**src/rtl/alu_pkg.sv**
```systemverilog
// Opcodes, flag bit positions and FSM states shared by alu_mc and its helpers.
// Build option ALU_MC_MULDIV_EN adds the BUSY state used by the iterative mul/div path.
package alu_pkg;

  localparam logic [3:0] ALU_OR   = 4'd0;
  localparam logic [3:0] ALU_AND  = 4'd1;
  localparam logic [3:0] ALU_XOR  = 4'd2;
  localparam logic [3:0] ALU_ADD  = 4'd3;
  localparam logic [3:0] ALU_NOR  = 4'd4;
  localparam logic [3:0] ALU_NAND = 4'd5;
  localparam logic [3:0] ALU_SLTU = 4'd6;
  localparam logic [3:0] ALU_SUB  = 4'd7;
  localparam logic [3:0] ALU_SLT  = 4'd8;
  localparam logic [3:0] ALU_SLL  = 4'd9;
  localparam logic [3:0] ALU_SRL  = 4'd10;
  localparam logic [3:0] ALU_SRA  = 4'd11;
  localparam logic [3:0] ALU_MUL  = 4'd12;
  localparam logic [3:0] ALU_DIVU = 4'd13;
  localparam logic [3:0] ALU_REMU = 4'd14;
  localparam logic [3:0] ALU_RSVD = 4'd15;

  localparam int unsigned FLG_ZERO  = 0;
  localparam int unsigned FLG_CARRY = 1;
  localparam int unsigned FLG_OVF   = 2;
  localparam int unsigned FLG_NEG   = 3;

`ifdef ALU_MC_MULDIV_EN
  typedef enum logic [1:0] {ST_IDLE, ST_BUSY, ST_DONE} state_t;
`else
  typedef enum logic {ST_IDLE, ST_DONE} state_t;
`endif

  function automatic logic is_muldiv(input logic [3:0] op);
    return (op == ALU_MUL) || (op == ALU_DIVU) || (op == ALU_REMU);
  endfunction

endpackage

```
**src/rtl/alu_muldiv_seq.sv**
```systemverilog
// Iterative unit: shift-add multiplier (low WIDTH bits) and restoring divider,
// one step per cycle for WIDTH cycles after start_i.
module alu_muldiv_seq #(
  parameter int WIDTH = 32
) (
  input  logic             clk,
  input  logic             rst,
  input  logic             start_i,
  input  logic             div_i,
  input  logic [WIDTH-1:0] opa_i,
  input  logic [WIDTH-1:0] opb_i,
  output logic             done_o,
  output logic [WIDTH-1:0] product_o,
  output logic [WIDTH-1:0] quotient_o,
  output logic [WIDTH-1:0] remainder_o
);

  localparam int CW = $clog2(WIDTH);

  logic             busy_q;
  logic             div_q;
  logic [CW-1:0]    cnt_q;
  // acc: partial product / partial remainder; b: multiplicand / divisor;
  // c: multiplier shifting out / dividend shifting out, quotient shifting in
  logic [WIDTH-1:0] acc_q, acc_d;
  logic [WIDTH-1:0] b_q, b_d;
  logic [WIDTH-1:0] c_q, c_d;
  logic [WIDTH:0]   shifted;
  logic [WIDTH:0]   trial;

  always_comb begin
    acc_d   = acc_q;
    b_d     = b_q;
    c_d     = c_q;
    shifted = {acc_q, c_q[WIDTH-1]};
    trial   = shifted - {1'b0, b_q};
    if (div_q) begin
      if (!trial[WIDTH]) begin
        acc_d = trial[WIDTH-1:0];
        c_d   = {c_q[WIDTH-2:0], 1'b1};
      end else begin
        acc_d = shifted[WIDTH-1:0];
        c_d   = {c_q[WIDTH-2:0], 1'b0};
      end
    end else begin
      if (c_q[0]) acc_d = acc_q + b_q;
      b_d = b_q << 1;
      c_d = c_q >> 1;
    end
  end

  always_ff @(posedge clk) begin
    if (rst) begin
      busy_q <= 1'b0;
      div_q  <= 1'b0;
      cnt_q  <= '0;
      acc_q  <= '0;
      b_q    <= '0;
      c_q    <= '0;
    end else if (start_i) begin
      busy_q <= 1'b1;
      div_q  <= div_i;
      cnt_q  <= CW'(WIDTH - 1);
      acc_q  <= '0;
      b_q    <= opb_i;
      c_q    <= opa_i;
    end else if (busy_q) begin
      acc_q <= acc_d;
      b_q   <= b_d;
      c_q   <= c_d;
      cnt_q <= cnt_q - CW'(1);
      if (cnt_q == '0) busy_q <= 1'b0;
    end
  end

  // Outputs expose the final step combinationally so the caller can latch them on done_o.
  assign done_o      = busy_q && (cnt_q == '0);
  assign product_o   = acc_d;
  assign quotient_o  = c_d;
  assign remainder_o = acc_d;

endmodule

```
**src/rtl/alu_mc.sv**
```systemverilog
// Multi-cycle ALU with valid/ready handshake and {neg,ovf,carry,zero} flags.
// Define ALU_MC_MULDIV_EN to enable iterative MUL/DIVU/REMU; otherwise they are illegal.
module alu_mc import alu_pkg::*; #(
  parameter int WIDTH = 32,
  parameter int OPW   = 4
) (
  input  logic             clk,
  input  logic             rst,
  input  logic             in_valid,
  output logic             in_ready,
  input  logic [WIDTH-1:0] op1,
  input  logic [WIDTH-1:0] op2,
  input  logic [OPW-1:0]   aluop,
  output logic             out_valid,
  input  logic             out_ready,
  output logic [WIDTH-1:0] result,
  output logic [3:0]       flags,
  output logic             illegal
);

  localparam int SHW = $clog2(WIDTH);

  state_t           state_q, state_d;
  logic [WIDTH-1:0] result_q, result_d;
  logic [3:0]       flags_q, flags_d;
  logic             illegal_q, illegal_d;
  logic             accept;

  logic [WIDTH-1:0] sc_res;
  logic [3:0]       sc_flags;
  logic             sc_ill;
  logic             sc_carry, sc_ovf;
  logic [WIDTH:0]   sum, diff;
  logic [SHW-1:0]   shamt;

  assign in_ready  = !rst && ((state_q == ST_IDLE) || ((state_q == ST_DONE) && out_ready));
  assign accept    = in_valid && in_ready;
  assign out_valid = (state_q == ST_DONE);
  assign result    = result_q;
  assign flags     = flags_q;
  assign illegal   = illegal_q;

  // Mul/div opcodes fall into the default arm here; their result comes from the sequencer.
  always_comb begin
    sum      = {1'b0, op1} + {1'b0, op2};
    diff     = {1'b0, op1} - {1'b0, op2};
    shamt    = op2[SHW-1:0];
    sc_res   = '0;
    sc_ill   = 1'b0;
    sc_carry = 1'b0;
    sc_ovf   = 1'b0;
    case (aluop)
      ALU_OR:   sc_res = op1 | op2;
      ALU_AND:  sc_res = op1 & op2;
      ALU_XOR:  sc_res = op1 ^ op2;
      ALU_ADD: begin
        sc_res   = sum[WIDTH-1:0];
        sc_carry = sum[WIDTH];
        sc_ovf   = (op1[WIDTH-1] == op2[WIDTH-1]) && (sum[WIDTH-1] != op1[WIDTH-1]);
      end
      ALU_NOR:  sc_res = ~(op1 | op2);
      ALU_NAND: sc_res = ~(op1 & op2);
      ALU_SLTU: sc_res = WIDTH'(diff[WIDTH]);
      ALU_SUB: begin
        sc_res   = diff[WIDTH-1:0];
        sc_carry = diff[WIDTH];
        sc_ovf   = (op1[WIDTH-1] != op2[WIDTH-1]) && (diff[WIDTH-1] != op1[WIDTH-1]);
      end
      ALU_SLT:  sc_res = WIDTH'($signed(op1) < $signed(op2));
      ALU_SLL:  sc_res = op1 << shamt;
      ALU_SRL:  sc_res = op1 >> shamt;
      ALU_SRA:  sc_res = $unsigned($signed(op1) >>> shamt);
      default:  sc_ill = 1'b1;
    endcase
    sc_flags            = '0;
    sc_flags[FLG_ZERO]  = (sc_res == '0);
    sc_flags[FLG_CARRY] = sc_carry;
    sc_flags[FLG_OVF]   = sc_ovf;
    sc_flags[FLG_NEG]   = sc_res[WIDTH-1];
  end

`ifdef ALU_MC_MULDIV_EN
  logic [OPW-1:0]   op_q;
  logic             md_start, md_done;
  logic [WIDTH-1:0] md_prod, md_quo, md_rem, md_res;

  assign md_start = accept && is_muldiv(aluop);
  assign md_res   = (op_q == ALU_MUL)  ? md_prod :
                    (op_q == ALU_DIVU) ? md_quo  : md_rem;

  alu_muldiv_seq #(.WIDTH(WIDTH)) u_muldiv (
    .clk         (clk),
    .rst         (rst),
    .start_i     (md_start),
    .div_i       (aluop != ALU_MUL),
    .opa_i       (op1),
    .opb_i       (op2),
    .done_o      (md_done),
    .product_o   (md_prod),
    .quotient_o  (md_quo),
    .remainder_o (md_rem)
  );

  always_ff @(posedge clk) begin
    if (rst)         op_q <= '0;
    else if (accept) op_q <= aluop;
  end
`endif

  always_comb begin
    state_d   = state_q;
    result_d  = result_q;
    flags_d   = flags_q;
    illegal_d = illegal_q;
    if (accept) begin
`ifdef ALU_MC_MULDIV_EN
      if (md_start) begin
        state_d = ST_BUSY;
      end else
`endif
      begin
        state_d   = ST_DONE;
        result_d  = sc_res;
        flags_d   = sc_flags;
        illegal_d = sc_ill;
      end
    end else if ((state_q == ST_DONE) && out_ready) begin
      state_d = ST_IDLE;
    end
`ifdef ALU_MC_MULDIV_EN
    else if ((state_q == ST_BUSY) && md_done) begin
      state_d           = ST_DONE;
      result_d          = md_res;
      flags_d           = '0;
      flags_d[FLG_ZERO] = (md_res == '0);
      flags_d[FLG_NEG]  = md_res[WIDTH-1];
      illegal_d         = 1'b0;
    end
`endif
  end

  always_ff @(posedge clk) begin
    if (rst) begin
      state_q   <= ST_IDLE;
      result_q  <= '0;
      flags_q   <= '0;
      illegal_q <= 1'b0;
    end else begin
      state_q   <= state_d;
      result_q  <= result_d;
      flags_q   <= flags_d;
      illegal_q <= illegal_d;
    end
  end

endmodule

```
**config.mk**
```make
export PLATFORM = sky130hd
export DESIGN_NAME = alu_mc
export DESIGN_NICKNAME = d
export VERILOG_FILES = /design/src/rtl/alu_pkg.sv /design/src/rtl/alu_muldiv_seq.sv /design/src/rtl/alu_mc.sv
export SDC_FILE = /design/constraint.sdc
export NUM_CORES = 1
export LEC_CHECK = 0
export CAP_MARGIN = 20
export CORE_MARGIN = 1.5
export CORE_UTILIZATION = 40
export CTS_CLUSTER_DIAMETER = 30
export CTS_CLUSTER_SIZE = 30
export DETAILED_ROUTE_END_ITERATION = 6
export SETUP_SLACK_MARGIN = 0.4
export SYNTH_ARGS = -nofsm -noshare
export SYNTH_HDL_FRONTEND = slang
export SYNTH_SLANG_ARGS = --single-unit
```
**constraint.sdc**
```tcl
create_clock -name clk -period 12.7 [get_ports clk]
set_input_delay 3.81 -clock clk [delete_from_list [all_inputs] [get_ports clk]]
set_output_delay 3.81 -clock clk [all_outputs]
set_load 0.05 [all_outputs]
```
==> results_dict.tcl, run 1 <==
set metrics [dict create \
    synth.lib_cells_used.distinct 95 \
    floorplan.initialDensity_pct 41.0 \
    worstMarginPinSlew_ns 1.22 \
    clock_tree.root_cell "clkbuf_16" \
    post-route-drc-count 7 \
    route.vias.total 13166 \
    placed_cell_area_um2 12300 \
    power_per_cell_area_nw_per_um2 67.2 \
    worstPathBufferInverterCount 2 \
    post-route-cell-area_um2 12500 \
    failed_checks "design-rule violations" \
    setup.worst_path.class "in -> out" \
    design.die.area_um2 28900 \
    row_count 60 \
    fin_crit_ns 9.62 \
    syn_avg_cell_area_um2 7.16 \
    slew_violations 0 \
    global_route_wire_length_before_repair_um 79800 \
    clk_skew_ns 0.00226 \
    post-place-ws_ns 3.08 \
    hold_violations 0 \
    synth_top_cell_area_share_pct 10.9 \
    most_common_library_cell_in_the_layout_ignoring_fill_and_taps "a21oi_1" \
    multiInputGateArea_um2 9440 \
    clkSlewWorstSetupHoldPaths_ns 0.05 \
    grt_start_max_net_pins 77 \
    design_power_total_mw 0.838 \
    detailed_place_hpwl_um 42300 \
    clock_latency_late_sink_ns 0.28 \
    ir_worst_vdd_uv 56.8 \
    detailedRoute.firstIterationViolations 1616 \
    grt_setup_unrepaired "false" \
    hp-class "reg -> reg" \
    crit_path_start_kind "primary input" \
    synth-edff-count 0 \
    grt_pass1_vias 12040 \
    routabilityCongestion 1.07 \
    timing.critical_path.mode_cell "clkdlybuf4s50_1" \
    synth_ff_type "dfxtp_1" \
    crit_required_ns 8.89 \
    synth_cells 1557 \
    drt-wirelength-per-cell_um 27.9 \
    gr-usage-all-layers_pct 37.0 \
    crit_family "buffers and inverters" \
    viasPerCell 6.76 \
    slowest_stage "clkdlybuf4s50_1" \
    relSlewSlack_pct 18.6 \
    placement.io_buffers 110 \
    synth_seq_area_share_pct 6.65 \
    timing.critical_path.arrival_ns 5.81 \
    post-cts-setup-buffers 0 \
    leakage_dissipation_nw 4.92 \
    drv.max_cap_violation_count 0 \
    synth-seq-cells 37 \
    dominant_cells_by_area_after_synthesis "ha_1 (11%), mux4_2 (7.5%), dfxtp_1 (6.6%), a21oi_1 (6.2%), mux2i_1 (4.7%)" \
    post_synth_instance_area_um2 11100 \
    ctsHtreeMaxLevel 2 \
    ys_warn_count 0 \
    crit_path_cell_trace "clkdlybuf4s50_1 -> nor2_1 -> clkdlybuf4s50_1" \
    final_layout_size_suffix_gt1_share_pct 8.96 \
    post_syn_nets 1728 \
    nNetsFinal 1745 \
    setup.worst_path.end_class "output port" \
    clock_tree.buffer_depth 2 \
    finalWorstSetupSlack_ns 3.08 \
    synth_async_sr_flop_share_pct 0 \
    status "complete, but fails checks" \
    final_global_route_overflow_total 0 \
    finalSetupTns_ns 0 \
    clock_buffers_created_by_tritoncts 5 \
    core-area_um2 27200 \
    timing.critical_path.fanout_max 28 \
    post_cts_hold_buffer_count 0 \
    timing.final.setup_violations 0 \
    mostFrequentLayoutCells "a21oi_1 (139), nor2_1 (137), nand2_1 (129), clkdlybuf4s50_1 (104), o21ai_0 (102)" \
    ctsResizeCount 0 \
    cp_slowest_stage_delay_ns 0.84 \
    drt-pass1-iter-count 7 \
    floorplan.die.height_um 170 \
    wirelength_um 54400 \
    tritoncts "built" \
    n_fill_cell 2888 \
    grt_antenna_before_repair 2 \
    final_antenna_net_count 0 \
    syn2layout_area_growth_pct 11.8 \
    clock_sinks 37 \
    layout.area.seq_um2 741 \
    netlist.top_cell.by_area "ha_1" \
    die_width_um 170 \
    ios 111 \
    crit_share_post_route_pct 75.7 \
    highest_achievable_clock_rate_ghz 0.104 \
]
## metrics by stage
stage	utilization, %	hold slack [ns]	std cells
finish	45.9	0.449	1948
global route	45.8	0.471	1946
CTS	45.8	0.452	1946
detailed placement	45.3	0.446	1939
global placement	45.3	0.438	1939
floorplan	-	0.671	1557
## kinds of logic after synthesis
logic type	after synthesis	synth area share [%]
AO/OA/AOI/OAI	523	32.4
XOR/XNOR	43	3.38
adder cells (fa/ha/maj)	99	11.2
buffers and inverters	231	8.69
flip-flops	37	6.65
multiplexers	123	15.7
AND/OR/NAND/NOR	501	22.0
## worst paths after layout
kind	startpoint	endpoint	slack (ns)	depth (start not counted)
worst max-delay path	rst	in_ready	3.08	3
worst min-delay path	illegal$_SDFFE_PP0P_	illegal$_SDFFE_PP0P_	0.45	2
worst max register to register	out_valid$_SDFFE_PP0P_	flags[0]$_SDFFE_PP0P_	9.33	13
worst min register to register	illegal$_SDFFE_PP0P_	illegal$_SDFFE_PP0P_	0.45	2
## Yosys cell counts, types with 13 or more instances
| library cell | n |
|---|---|
| nand3_1 | 51 |
| o31ai_1 | 13 |
| nor4_1 | 13 |
| a211oi_1 | 22 |
| buf_2 | 26 |
| nand4_1 | 17 |
| and3_1 | 13 |
| a21o_1 | 21 |
| mux2_2 | 31 |
| o211ai_1 | 23 |
| nor2b_1 | 22 |
| xnor2_1 | 40 |
| ha_1 | 97 |
| a21oi_1 | 139 |
| o21ai_0 | 102 |
| nand2_1 | 129 |
| nor3_1 | 34 |
| nor2_1 | 137 |
| mux2i_1 | 52 |
| inv_1 | 101 |
| dfxtp_1 | 37 |
| clkbuf_1 | 79 |
| nand3b_1 | 22 |
| mux4_2 | 37 |
## worst reg2reg max path: stages, from the launching register on
cell and delay, ns:
dfxtp_1 0.30, nor2b_1 0.13, nor2_1 0.14, and2_1 0.16
buf_4 0.28, o2111a_1 0.24, o2111ai_1 0.18, nor3_1 0.41
nand4_1 0.18, nor4_1 0.54, and4_1 0.26, and3_1 0.16
nand4_1 0.07, o31ai_1 0.24
## cell type report
type	count	area share, %
Multi-Input combinational cell	1289	75.8
Timing Repair Buffer	137	10.2
Sequential cell	37	5.94
Tap cell	372	3.73
Inverter	104	3.13
Clock buffer	7	1.14
Antenna cell	2	0.0402
## layer usage
metal,share of wire [%],GRT usage [%],vias up,routed length (um)
met3,9.6,5.72,125,5220
met5,0,0,-,0
met4,3.4,11.7,0,1830
met1,44,52.4,6395,23900
li1,-,-,5849,-
met2,43,57.2,797,23500
## state kept, by name (all words and copies together), names as in the netlist
register / cells
flags: 3
illegal: 1
out_valid: 1
result: 32
## power by group
| group | total, mW | internal, mW | switching [mW] |
|---|---|---|---|
| logic | 0.587 | 0.201 | 0.386 |
| registers | 0.132 | 0.127 | 0.00503 |
| clock network | 0.119 | 0.0769 | 0.0420 |
| total | 0.838 | 0.405 | 0.433 |
(Power assumes the default switching activity.)
==> run 2, diff against run 1 <==
Clock period 12.7 ns to 9.8 ns, I/O delays scaled along.
==> results_dict.tcl, run 2 (same netlist as run 1, synthesis figures left out) <==
set metrics [dict create \
    crit_family "buffers and inverters" \
    finalSetupTns_ns 0 \
    cp_slowest_stage_delay_ns 0.84 \
    grt_setup_unrepaired "false" \
    final_global_route_overflow_total 0 \
    crit_required_ns 6.86 \
    floorplan.initialDensity_pct 41.0 \
    clock_tree.root_cell "clkbuf_16" \
    final_antenna_net_count 0 \
    grt_pass1_vias 12180 \
    slowest_stage "clkdlybuf4s50_1" \
    power_per_cell_area_nw_per_um2 87.0 \
    most_common_library_cell_in_the_layout_ignoring_fill_and_taps "a21oi_1" \
    post-route-drc-count 0 \
    mostFrequentLayoutCells "a21oi_1 (139), nor2_1 (137), nand2_1 (129), clkdlybuf4s50_1 (104), o21ai_0 (102)" \
    instances_no_fill 1947 \
    design_power_total_mw 1.08 \
    crit_share_post_route_pct 80.3 \
    global_route_wire_length_before_repair_um 80700 \
    highest_achievable_clock_rate_ghz 0.127 \
    clock_sinks 37 \
    drt-wirelength-per-cell_um 28.3 \
    final_layout_size_suffix_gt1_share_pct 8.96 \
    relSlewSlack_pct 26.9 \
    timing.critical_path.fanout_max 28 \
    crit_path_start_kind "primary input" \
    drv.max_cap_violation_count 0 \
    setup.worst_path.end_class "output port" \
    post-cts-setup-buffers 0 \
    post_cts_hold_buffer_count 0 \
    viasPerCell 6.79 \
    drt-pass1-iter-count 6 \
    timing.critical_path.mode_cell "clkdlybuf4s50_1" \
    wirelength_um 55100 \
    finalWorstSetupSlack_ns 1.93 \
    hold-worst-slack_ns 0.448 \
    worstMarginPinSlew_ns 1.09 \
    detailed_place_hpwl_um 43300 \
    ctsResizeCount 0 \
    highest_metal_layer_used_by_the_detailed_router "met5" \
    detailedRoute.firstIterationViolations 1619 \
    core-area_um2 27200 \
    design.die.area_um2 28900 \
    gr-usage-all-layers_pct 37.3 \
    syn2layout_area_growth_pct 11.7 \
    tritoncts "built" \
    ios 111 \
    number_of_flip_flops_in_the_largest_register 32 \
    clock_tree.buffer_depth 2 \
    clk_skew_ns 0.00165 \
    grt_antenna_before_repair 3 \
    grt_start_max_net_pins 76 \
    post-place-ws_ns 1.90 \
    crit_path_cell_trace "clkdlybuf4s50_1 -> nor2_1 -> clkdlybuf4s50_1" \
    status "completed" \
    hp-class "reg -> reg" \
    placed_cell_area_um2 12300 \
    timing.final.setup_violations 0 \
    clkSlewWorstSetupHoldPaths_ns 0.05 \
    row_count 60 \
    floorplan.die.height_um 170 \
    post-route-util_pct 45.8 \
    routabilityCongestion 1.04 \
    setup.worst_path.class "in -> out" \
    post-place-cells 1939 \
    hold_violations 0 \
    die_width_um 170 \
    route.vias.total 13227 \
    leakage_dissipation_nw 4.92 \
    nNetsFinal 1745 \
    timing.critical_path.arrival_ns 4.93 \
    ir_worst_vdd_uv 73.6 \
    clock_buffers_created_by_tritoncts 5 \
    fin_crit_ns 7.87 \
    clock_latency_late_sink_ns 0.28 \
    post-route-cell-area_um2 12500 \
    ctsHtreeMaxLevel 2 \
    worstPathBufferInverterCount 2 \
    dr_wl_met2_um 23800 \
    placement.io_buffers 110 \
    wl_met3_um 6070 \
    slew_violations 0 \
    m1WireLength_um 23200 \
]
## run 2: changes by cell type in the layout (fill, tap and decap cells not counted)
cell / before / now
a2111oi_0: 4 / 5
clkbuf_8: 1 / 0
clkbuf_1: 1 / 0
a2111oi_1: 1 / 0
clkinv_2: 0 / 1
## run 2: final timing paths
check / endpoint / cells past startpoint / slack (ns) / from
hold reg to reg: illegal$_SDFFE_PP0P_ / 2 / 0.45 / illegal$_SDFFE_PP0P_
hold / removal: illegal$_SDFFE_PP0P_ / 2 / 0.45 / illegal$_SDFFE_PP0P_
setup / recovery: in_ready / 3 / 1.93 / rst
setup reg to reg: flags[0]$_SDFFE_PP0P_ / 13 / 6.43 / out_valid$_SDFFE_PP0P_
## run 2: where the power goes
part / internal [mW] / total, mW / switching (mW)
clock: 0.0907 / 0.147 / 0.0560
combinational: 0.261 / 0.766 / 0.505
sequential: 0.164 / 0.171 / 0.00657
## run 2: per-layer routing
metal / up-vias / track usage, %
met4: 2 / 12.5
met2: 913 / 57.4
met5: - / 0
met1: 6331 / 52.9
met3: 132 / 5.56
li1: 5849 / -
## run 2: tightest hold or removal path, cell delays in order (launching register included)
cell     delay [ns]
dfxtp_1        0.30
nand2_1        0.05
a21oi_1        0.05
## run 2: area by class of cell
class / instances / area, um2
diodes: 2 / 5.00
repair buffers: 137 / 1280
clock buffers: 5 / 125
well taps: 372 / 465
fillers: 2926 / 14700
inverters: 104 / 390
clock inverters: 1 / 5.00
flip-flops and latches: 37 / 741
multi-input cells: 1289 / 9440
